**src/rtl/softmax_norm.sv**
```systemverilog
// Softmax normalisation stage: buffers N exponentials, sums them, then emits
// e_i/sum as Q16.16 via a bit-serial restoring divider (W+FRAC cycles/word).
//
//   state | meaning
//   LOAD  | accepting input words, accumulating sum
//   DIV   | one quotient bit per cycle for element rd_idx
//   OUT   | holding quotient on out_data until handshake
module softmax_norm #(
  parameter int N    = 8,
  parameter int W    = 32,
  parameter int FRAC = 16
) (
  input  logic         clk,
  input  logic         rst_n,
  input  logic         in_valid,
  output logic         in_ready,
  input  logic [W-1:0] in_data,
  output logic         out_valid,
  input  logic         out_ready,
  output logic [W-1:0] out_data,
  output logic         out_last,
  output logic         busy
);

  localparam int IDX_W = (N > 1) ? $clog2(N) : 1;
  localparam int ACC_W = W + $clog2(N);
  localparam int DIV_W = W + FRAC;
  localparam int CNT_W = $clog2(DIV_W);
  localparam logic [DIV_W-1:0] Q_ONE = DIV_W'(1) << FRAC;

  typedef enum logic [1:0] {LOAD, DIV, OUT} state_t;

  state_t             state, state_nxt;
  logic [W-1:0]       mem [N];
  logic [IDX_W-1:0]   wr_idx, rd_idx;
  logic [ACC_W-1:0]   sum;
  logic [ACC_W-1:0]   rem;
  logic [DIV_W-1:0]   quot;
  logic [CNT_W-1:0]   bit_cnt;
  logic [W-1:0]       out_word;

  logic               in_hs, out_hs;
  logic               last_in, last_out, last_bit;
  logic [DIV_W-1:0]   dividend;
  logic [ACC_W:0]     trial;
  logic               sub_ok;
  logic [ACC_W-1:0]   rem_nxt;
  logic [DIV_W-1:0]   quot_nxt;
  logic [W-1:0]       result;

  assign in_hs    = in_valid & in_ready;
  assign out_hs   = out_valid & out_ready;
  assign last_in  = (wr_idx == IDX_W'(N - 1));
  assign last_out = (rd_idx == IDX_W'(N - 1));
  assign last_bit = (bit_cnt == '0);

  // Restoring step: shift in the next dividend bit, subtract if it fits.
  always_comb begin
    dividend = {mem[rd_idx], {FRAC{1'b0}}};
    trial    = {rem, dividend[bit_cnt]};
    sub_ok   = (trial >= {1'b0, sum});
    rem_nxt  = sub_ok ? ACC_W'(trial - {1'b0, sum}) : trial[ACC_W-1:0];
    quot_nxt = {quot[DIV_W-2:0], sub_ok};
    if (sum == '0)
      result = '0;
    else if (quot_nxt > Q_ONE)
      result = W'(Q_ONE);
    else
      result = W'(quot_nxt);
  end

  always_ff @(posedge clk or negedge rst_n) begin
    if (!rst_n)
      state <= LOAD;
    else
      state <= state_nxt;
  end

  always_comb begin
    state_nxt = state;
    case (state)
      LOAD:    if (in_hs && last_in) state_nxt = DIV;
      DIV:     if (last_bit) state_nxt = OUT;
      OUT:     if (out_hs) state_nxt = last_out ? LOAD : DIV;
      default: state_nxt = LOAD;
    endcase
  end

  always_comb begin
    in_ready  = (state == LOAD);
    out_valid = (state == OUT);
    out_data  = out_valid ? out_word : '0;
    out_last  = out_valid && last_out;
    busy      = !((state == LOAD) && (wr_idx == '0));
  end

  // Buffer has no reset; its contents are only read after being written.
  always_ff @(posedge clk) begin
    if (in_hs)
      mem[wr_idx] <= in_data;
  end

  always_ff @(posedge clk or negedge rst_n) begin
    if (!rst_n) begin
      wr_idx   <= '0;
      rd_idx   <= '0;
      sum      <= '0;
      rem      <= '0;
      quot     <= '0;
      bit_cnt  <= '0;
      out_word <= '0;
    end else begin
      case (state)
        LOAD: begin
          if (in_hs) begin
            sum <= sum + ACC_W'(in_data);
            if (last_in) begin
              wr_idx  <= '0;
              rd_idx  <= '0;
              rem     <= '0;
              quot    <= '0;
              bit_cnt <= CNT_W'(DIV_W - 1);
            end else begin
              wr_idx <= wr_idx + IDX_W'(1);
            end
          end
        end
        DIV: begin
          rem     <= rem_nxt;
          quot    <= quot_nxt;
          bit_cnt <= bit_cnt - CNT_W'(1);
          if (last_bit)
            out_word <= result;
        end
        OUT: begin
          if (out_hs) begin
            if (last_out) begin
              sum    <= '0;
              rd_idx <= '0;
            end else begin
              rd_idx  <= rd_idx + IDX_W'(1);
              rem     <= '0;
              quot    <= '0;
              bit_cnt <= CNT_W'(DIV_W - 1);
            end
          end
        end
        default: ;
      endcase
    end
  end

endmodule

```
**config.mk**
```make
export PLATFORM = sky130hd
export DESIGN_NAME = softmax_norm
export DESIGN_NICKNAME = d
export VERILOG_FILES = /design/src/rtl/softmax_norm.sv
export SDC_FILE = /design/constraint.sdc
export NUM_CORES = 1
export LEC_CHECK = 0
export CORE_MARGIN = 8
export CORE_UTILIZATION = 40
export CTS_BUF_LIST = sky130_fd_sc_hd__clkbuf_16
export CTS_CLUSTER_DIAMETER = 80
export DETAILED_ROUTE_END_ITERATION = 10
export HOLD_SLACK_MARGIN = 0.06
export PLACE_DENSITY = 0.56
export SETUP_SLACK_MARGIN = 0.4
export SYNTH_ARGS = -nofsm -noshare
export SYNTH_HDL_FRONTEND = slang
export SYNTH_SLANG_ARGS = --single-unit
```
**constraint.sdc**
```tcl
create_clock -name clk -period 8.2 [get_ports clk]
set_input_delay 0.82 -clock clk [delete_from_list [all_inputs] [get_ports clk]]
set_output_delay 0.82 -clock clk [all_outputs]
set_load 0.02 [all_outputs]
```
* After elaboration in Yosys (flattened, before gate mapping) *
Memories as Yosys holds them, arrays and structs flattened.
Cells that the tools add are included.

storage, ports and cells
  memories = 1
  output and inout port bits = 36
  word-level logic and storage cells = 84
  input port bits = 36
  bits in writable memories = 256
  bits in registers = 163

cells by class
  eq/ne operators = 11
  muxes and demuxes = 38
  magnitude comparators = 3
  reductions and logical operators = 16
  $add $sub $neg = 5
  bitwise logic cells = 2

memories
  memory  words  width  rd ports  clocked after memory_dff  write ports  line  text
  mem     8      32     1         0                         1            34    logic [W-1:0] mem [N];

operators by type and width
  cell                  count
  $mux 35               8
  $mux 47               4
  $pmux 47 s3           1
  $pmux 35 s3           1
  $mux 32               3
  $pmux 35 s2           1
  $gt 48x17->1 const B  1
  $ge 36x35->1          1
  $add 35x32->35        1
  $logic_not 35->1      1
  $sub 35x35->35        1
  $mux 6                4
  $pmux 6 s3            1
  $mux 3                5
  $ne 2x1->1 const B    5
  $reduce_and 4->1      2
  $lt 6x7->1 const B    1
  $add 3x1->3 const B   2
  $bmux 1 s6            1
  $eq 3x3->1 const B    2
  $logic_not 6->1       1
  $mux 2                3
  $pmux 2 s3            1
  $pmux 3 s2            1
  other kinds (15)      23

* Logic depth before layout (Yosys ltp) *
Gate-level depths: netlist of the first run.
An unclocked memory read counts as a cell.

  word-level depth = 7
  depth in mapped cells = 25
  mapped depth without buffers = 20

* Worst setup path before layout of the first run *
OpenSTA, ideal clock, no wires.

  path type = register to register
  start point = reg state[1]
  end point = mem mem[2][0] (enable)
  slack = 3.214 ns
  setup time = 0.501 ns
  path buffers = 2
  cell stages (with the launch flop) = 6
  data required time = 7.699 ns
  clock period less this slack = 4.986 ns
  arrival = 4.485 ns
  path through = dfrtp_1 clkbuf_1 nor2_1 nand2_1 clkbuf_1 nor4_1

on the way
  word-level cells in the longest chain between the ends = 4

ends and longest elaborated chain
  element                       line  text
  from (decl)                   33    state_t state, state_nxt;
  from (signal assigned)        76    state <= state_nxt;
  $logic_not 2->1               90    in_ready = (state == LOAD);
  named net in_ready            16    output logic in_ready,
  $and 1x1->1                   51    assign in_hs = in_valid & in_ready;
  $mux 1                        99    if (in_hs)
  $mux 1 (not written as such)  100   mem[wr_idx] <= in_data;
  to (decl)                     34

The timed path passes the listed nets, and every way through them passes these cells.

* Worst setup path in the final report of the first run *
  start point = reg rd_idx[0]
  end point = reg out_word[4]

on the way
  word-level cells in the longest chain between the ends = 7

ends and longest elaborated chain
  element                       line  text
  from (decl)                   35    logic [IDX_W-1:0] wr_idx, rd_idx;
  from (signal assigned)        141   rd_idx <= rd_idx + IDX_W'(1);
  $mem_v2 8x32                  n/a
  $bmux 1 s6                    60    trial = {rem, dividend[bit_cnt]};
  $mux 1 (not written as such)  60
  $ge 36x35->1                  61    sub_ok = (trial >= {1'b0, sum});
  $gt 48x17->1                  66    else if (quot_nxt > Q_ONE)
  $mux 32                       66
  $mux 32                       64    if (sum == '0)
  to (signal assigned)          133   out_word <= result;
  to (decl)                     40    logic [W-1:0] out_word;

No other way between the ends. The select of a mux whose other input is x is not followed.
A chain may end at the register's enable or synchronous reset.

==> impl_metrics.yaml, run 1 <==
status:
  status: "finished, final reports clean"
routing:
  drt_drc_violations_left: 0
  ant_nets: 0
  routed-via-count: 12600
  wire_length_reported_by_the_detailed_router_mm: 49.3
  firstDrtPassIters: 5
  detail_route.vias_per_cell: 5.59
  drt-initial-drc-count: 958
  detail_route.wl_per_cell_um: 21.8
power_and_ir_drop:
  max-vdd-ir-drop_v: 0.000169
  power_leakage_uw: 0.00885
  power.sequential.fraction: 0.337
  power.net_switching_uw: 3430
  power_density_mw_per_mm2: 389
  share_comb_of_total_power: 0.429
  power.clock.fraction: 0.234
  power.internal_uw: 5510
  netSwitchingFraction: 0.384
clock_network:
  tritoncts: "yes"
  clock_tree.root_cell: "clkbuf_16"
  htree_num_levels: 2
  clk_path_buf_depth: 3
  cts.repair_timing.setup_buffer_count: 0
  postCtsHoldBufs: 0
  clkLatencyLatePin_ns: 0.58
  cts-buffers-inserted: 46
  cts_resized: 0
  post_cts_clock_slew_at_the_launch_and_capture_registers_of_the_worst_setup_and_hold_paths_ns: 0.06
  tritoncts_num_sinks: 419
logic_synthesis:
  library_cell_with_the_largest_summed_area_after_synthesis: "edfxtp_1"
  number_of_enable_type_register_cells_in_the_synthesized_netlist: 256
  postSynthAreaPerCell_sq_um: 13.5
  synth-seq-area-share: 0.589
  synthMostInstantiatedCell: "edfxtp_1"
  synth.top_cells.by_count: "256 x edfxtp_1, 163 x dfrtp_1, 105 x nand2_1, 76 x a21oi_1, 74 x ha_1"
  synthTopCellsByArea: "edfxtp_1 38%, dfrtp_1 20%, mux4_2 8.2%"
  ys_async_sr_fraction: 0.389
  synthesis.yosys.warnings: 0
  syn-num-nets: 1595
  number_of_distinct_library_cells_after_synthesis: 75
  syn_inst: 1483
  synth_top_cell_area_share: 0.385
  synth-seq-cells: 419
  synth_top_flop_cell: "edfxtp_1"
  mappedNetlistArea_sq_mm: 0.0200
grt:
  overall_fraction_of_global_route_tracks_in_use: 0.174
  grt.overflow.total: 0
  initial_antenna_violation_count: 1
  grt_pass1_wl_mm: 77.2
  grt_pass1_vias: 13000
  maximum_number_of_pins_on_one_net_before_global_route_repair: 89
timing:
  achievable-frequency_mhz: 157
  timing.clock.skew_ns: 0.0283
  layout_min_cycle_time_ns: 6.39
  max_slew.worst_pin.slew_ns: 1.00
  min_period_over_period: 0.779
  slew_violations: 0
  slew_headroom: 0.334
  tns_ns: 0
  fin_worst_hold_slack_ns: 0.189
  rsz_0062_raised_after_global_routing: "no"
  setup_violations: 0
  hold_viol: 0
critical_path:
  worst_setup_ep_type: "flip-flop"
  r2r_cells: 18
  cp.arrival_ns: 6.89
  cp_max_fo: 46
  r2r_setup_slack_ns: 1.81
  start_kind: "flip-flop"
  critical_path.reg2reg.endpoint: "out_word[4]"
  rr_startpoint: "rd_idx[0]"
  worst_ep_required_time_ns: 8.70
  critical_path_class: "reg2reg"
die:
  die_width_um: 240
  rows: 82
  die_area_sq_mm: 0.0574
  start_util: 0.402
  ioPinCount: 72
  coreArea_sq_mm: 0.0498
  die_h_um: 240
final_layout:
  design.final.nets: 1663
  layout-drive-gt1-share: 0.122
  insertedDiodeCount: 0
  area.growth.synth_to_final_pct: 14.8
  final_design_area_no_fill_sq_mm: 0.0230
place:
  place_congestion: 0.844
  total_of_buffers_placed_on_input_and_output_ports: 71
  dp_hpwl_mm: 31.9
  detailed_place.area_sq_mm: 0.0214
flow_run:
  cap_viol_max_count: 0
worst_hold_path:
  worst_hold_check_path_type: "in2async"
## kinds of logic after synthesis
group / share of synthesized area
AO/OA/AOI/OAI: 0.120
multiplexers: 0.102
adder cells (fa/ha/maj): 0.0483
AND/OR/NAND/NOR: 0.0840
XOR/XNOR: 0.0280
flip-flops: 0.589
buffers and inverters: 0.0289
## cells in the final DEF (no fill, tap or decap), drive strengths merged, types with 8 or more instances in the layout
cell | synthesis | routed
o21ai | 79 | 79
nand2 | 105 | 105
dfrtp | 163 | 163
clkdlybuf4s50 | 0 | 70
nor2 | 49 | 49
a21o | 24 | 24
o21a | 8 | 8
clkinv | 1 | 12
mux2i | 25 | 25
xor2 | 32 | 32
nor3 | 21 | 21
o21bai | 9 | 9
a22o | 66 | 66
buf | 25 | 22
mux4 | 77 | 77
nand3 | 19 | 19
a31oi | 8 | 8
o22ai | 27 | 27
inv | 60 | 80
nand4 | 19 | 19
edfxtp | 256 | 256
clkbuf | 47 | 46
and2 | 56 | 56
nor4 | 22 | 22
xnor2 | 32 | 32
nand2b | 10 | 10
a21oi | 76 | 76
ha | 74 | 74
## critical path, stage by stage, from the launching register on
cell and delay (ns):
dfrtp_4 1.01, buf_4 0.37, mux4_2 0.51, mux4_2 0.49
a22oi_1 0.24, nand4_1 0.18, a31oi_2 0.37, ha_1 0.28
fa_1 0.22, nand2b_1 0.14, a21oi_1 0.08, o2111ai_1 0.34
nand3_1 0.13, a31o_2 0.31, a31oi_1 0.34, a21boi_4 0.12
o21ai_1 0.16, nor4b_4 0.73, a22o_1 0.23
## metal layers
layer / global-route usage / part of all wire / vias up
met5: 0 / 0 / -
met4: 0.0466 / 0.020 / 0
met3: 0.0247 / 0.046 / 64
met2: 0.292 / 0.49 / 256
met1: 0.234 / 0.44 / 6483
li1: - / - / 5838
## power groups by stage
stage               registers, uW  clock network (uW)  logic, uW
detailed placement           3060                   0       3830
floorplan                    2850                   0       3080
global route                 3070                2220       4260
finish                       3010                2090       3830
global placement             3050                   0       3820
CTS                          3020                2150       3860
## sequential cells by signal, indices dropped and copies added, names as in the netlist
register / count
sum: 35
bit_cnt: 6
rem: 35
state: 2
mem: 256
quot: 47
out_word: 32
wr_idx: 3
rd_idx: 3
## how the worst max path moves through the flow
stage          cells after the start           end       from  slack, ns
2_1_floorplan                      5     mem[2][0]   state[1]       3.21
3_5_place_dp                      18   out_word[8]  rd_idx[0]       1.78
5_1_grt                           18   out_word[3]  rd_idx[0]       1.28
4_1_cts                           18   out_word[8]  rd_idx[0]       1.75
6_report                          18   out_word[4]  rd_idx[0]       1.81
3_3_place_gp                      18  out_word[13]  rd_idx[0]       1.90
## final cells by class
cell class                      instances  area (sq um)
Fill cell                            4439         26800
Sequential cell                       419         11800
Multi-Input combinational cell        931          7710
Clock buffer                           46          1150
Timing Repair Buffer                   92           870
Tap cell                              672           841
Clock inverter                         39           378
Inverter                               61           229
## per-stage QoR
step | worst slack, ns | total power [uW] | cells | utilization
2_1_floorplan | 3.21 | 5930 | 1483 | -
3_3_place_gp | 1.90 | 6870 | 2175 | 0.431
3_5_place_dp | 1.78 | 6890 | 2175 | 0.431
4_1_cts | 1.75 | 9030 | 2260 | 0.461
5_1_grt | 1.28 | 9550 | 2260 | 0.461
6_report | 1.81 | 8940 | 2260 | 0.461
(Power assumes the default switching activity.)
==> run 2, diff against run 1 <==
Clock period 8.2 ns to 6 ns, I/O delays scaled along.
==> impl_metrics.yaml, run 2 (same netlist as run 1, synthesis figures left out) <==
critical_path:
  critical_path.reg2reg.endpoint: "out_word[13]"
  critical_path_class: "reg2reg"
  critical_path.max_stage_delay_ns: 0.52
  worstPathCellList: "buf_4, mux4_2, mux4_2, and2_1, a2111oi_4, a211oi_2, a31oi_4, ha_1, fa_1, nand2b_1, a21oi_1, o2111ai_2, nand3_1, a31o_2, a31oi_1, a21boi_4, o21ai_1, nor4b_4, buf_4, a22o_1"
  r2r_setup_slack_ns: 0.76
  cp.arrival_ns: 5.75
  start_kind: "flip-flop"
  critPathSlowestCell: "mux4_2"
  r2r_cells: 20
  cp_max_fo: 15
  timing.critical_path.from: "rd_idx[0]"
  worst_setup_ep_type: "flip-flop"
  rr_startpoint: "rd_idx[0]"
  worst_ep_required_time_ns: 6.51
grt:
  grt_pass1_wl_mm: 76.3
  overall_fraction_of_global_route_tracks_in_use: 0.171
  grt.overflow.total: 0
  maximum_number_of_pins_on_one_net_before_global_route_repair: 89
  grt_pass1_vias: 12800
  initial_antenna_violation_count: 0
worst_hold_path:
  worst_hold_check_path_type: "reg2reg"
  holdCritStartpoint: "out_word[18]"
  whs_path_depth: 1
  hold-path-endpoint: "out_word[18]"
timing:
  rsz_0062_raised_after_global_routing: "no"
  achievable-frequency_mhz: 191
  tns_ns: 0
  slew_violations: 0
  hold_viol: 0
  timing.clock.skew_ns: 0.0165
  setup_violations: 0
  layout_min_cycle_time_ns: 5.24
  post-route-worst-setup-slack_ns: 0.757
  slew_headroom: 0.223
  max_slew.worst_pin.slew_ns: 1.16
  min_period_over_period: 0.874
die:
  die_width_um: 240
  die_area_sq_mm: 0.0574
  rows: 82
  die_h_um: 240
  coreArea_sq_mm: 0.0498
  ioPinCount: 72
  start_util: 0.402
routing:
  drt-initial-drc-count: 823
  firstDrtPassIters: 6
  detail_route.wl_per_cell_um: 21.7
  wire_length_reported_by_the_detailed_router_mm: 49.3
  routed-via-count: 12600
  ant_nets: 0
  drt_drc_violations_left: 0
  detail_route.vias_per_cell: 5.53
final_layout:
  largest_register_ff_count: 256
  final_design_area_no_fill_sq_mm: 0.0232
  layout-drive-gt1-share: 0.130
  design.final.nets: 1676
  multi_input_comb_area_sq_mm: 0.00774
  largestRegisters: "mem x256, quot x47"
  layout_commonest_cell: "edfxtp_1"
  n_fill_cell: 4333
  area.growth.synth_to_final_pct: 15.9
  area.sequential_sq_mm: 0.0118
  registers.top_by_ff_count: "mem"
  insertedDiodeCount: 0
  mostFrequentLayoutCells: "256 x edfxtp_1, 161 x dfrtp_1, 105 x nand2_1"
clock_network:
  htree_num_levels: 2
  tritoncts: "yes"
  clkLatencyLatePin_ns: 0.58
  post_cts_clock_slew_at_the_launch_and_capture_registers_of_the_worst_setup_and_hold_paths_ns: 0.06
  tritoncts_num_sinks: 419
  cts-buffers-inserted: 45
  clock_tree.root_cell: "clkbuf_16"
  clk_path_buf_depth: 3
power_and_ir_drop:
  share_comb_of_total_power: 0.445
  power.sequential.fraction: 0.324
  power_leakage_uw: 0.00892
  power.internal_uw: 7660
  power.net_switching_uw: 4730
  power.clock.fraction: 0.231
  power_density_mw_per_mm2: 535
  max-vdd-ir-drop_v: 0.000240
  netSwitchingFraction: 0.382
place:
  detailed_place.area_sq_mm: 0.0215
  dp_slack_ns: 0.215
  dp_hpwl_mm: 32.0
  place_congestion: 0.845
  total_of_buffers_placed_on_input_and_output_ports: 71
flow_run:
  cap_viol_max_count: 0
status:
  status: "finished, final reports clean"
[run 2: changes by cell type in the layout (fill, tap and decap cells not counted), sizes merged]
| cell | delta |
|---|---|
| bufinv | +1 |
| clkinv | +5 |
| inv | -8 |
| buf | +12 |
| dlygate4sd3 | +1 |
[run 2: metal layers]
| layer | wire (um) | share of wire | track usage |
|---|---|---|---|
| met5 | 0 | 0 | 0 |
| met4 | 1530 | 0.031 | 0.0610 |
| met3 | 2280 | 0.046 | 0.0245 |
| met2 | 23600 | 0.48 | 0.284 |
| met1 | 21900 | 0.44 | 0.229 |
[run 2: worst max-delay path by stage]
stage                         endpoint  slack, ns  cells after the start
after global routing      out_word[15]       0.42                     20
after floorplan              mem[2][0]       1.01                      5
after detailed placement       rem[34]       0.22                     19
final                     out_word[13]       0.76                     20
after global placement         rem[34]       0.26                     19
after CTS                      rem[34]       0.43                     20
[run 2: power by group through the flow]
stage	registers [uW]	clock network, uW	logic, uW
finish	4010	2860	5520
global route	4080	3030	6120
floorplan	3890	0	4210
global placement	4080	0	5380
detailed placement	4090	0	5420
CTS	4010	2940	5510
[run 2: worst max-delay path: cells and delay by family, from the launching register on]
kind                       cells  cell delay [ns]
AOI/OAI and AO/OA             10             2.18
muxes                          2             1.02
and+or+nand+nor                4             0.65
DFF                            1             0.49
adders and majority gates      2             0.44
buffers and inverters          2             0.41
[run 2: layout make-up]
| class | instances | share of cell area |
|---|---|---|
| clock inverters | 37 | 0.0170 |
| inverters | 61 | 0.00989 |
| clock buffers | 45 | 0.0486 |
| flip-flops and latches | 419 | 0.508 |
| repair buffers | 106 | 0.0456 |
| well taps | 672 | 0.0363 |
| multi-input cells | 931 | 0.334 |
[run 2: metrics by stage]
stage	cells	utilization	hold slack [ns]	total power, uW
final	2271	0.465	0.472	12400
after global routing	2271	0.465	0.491	13200
after CTS	2270	0.464	0.468	12500
after detailed placement	2182	0.432	0.464	9500
after global placement	2182	0.432	0.461	9460
after floorplan	1483	-	0.304	8110
[run 2: timing repair]
item | CTS | global route
endpoints found under the setup margin | 37 | 51
endpoints found under the hold margin | 31 | 0
setup buffers | 5 | 0
pin swaps | 0 | 1
resized for setup | 0 | 8
cloned | 0 | 1
hold buffers | 1 | 0
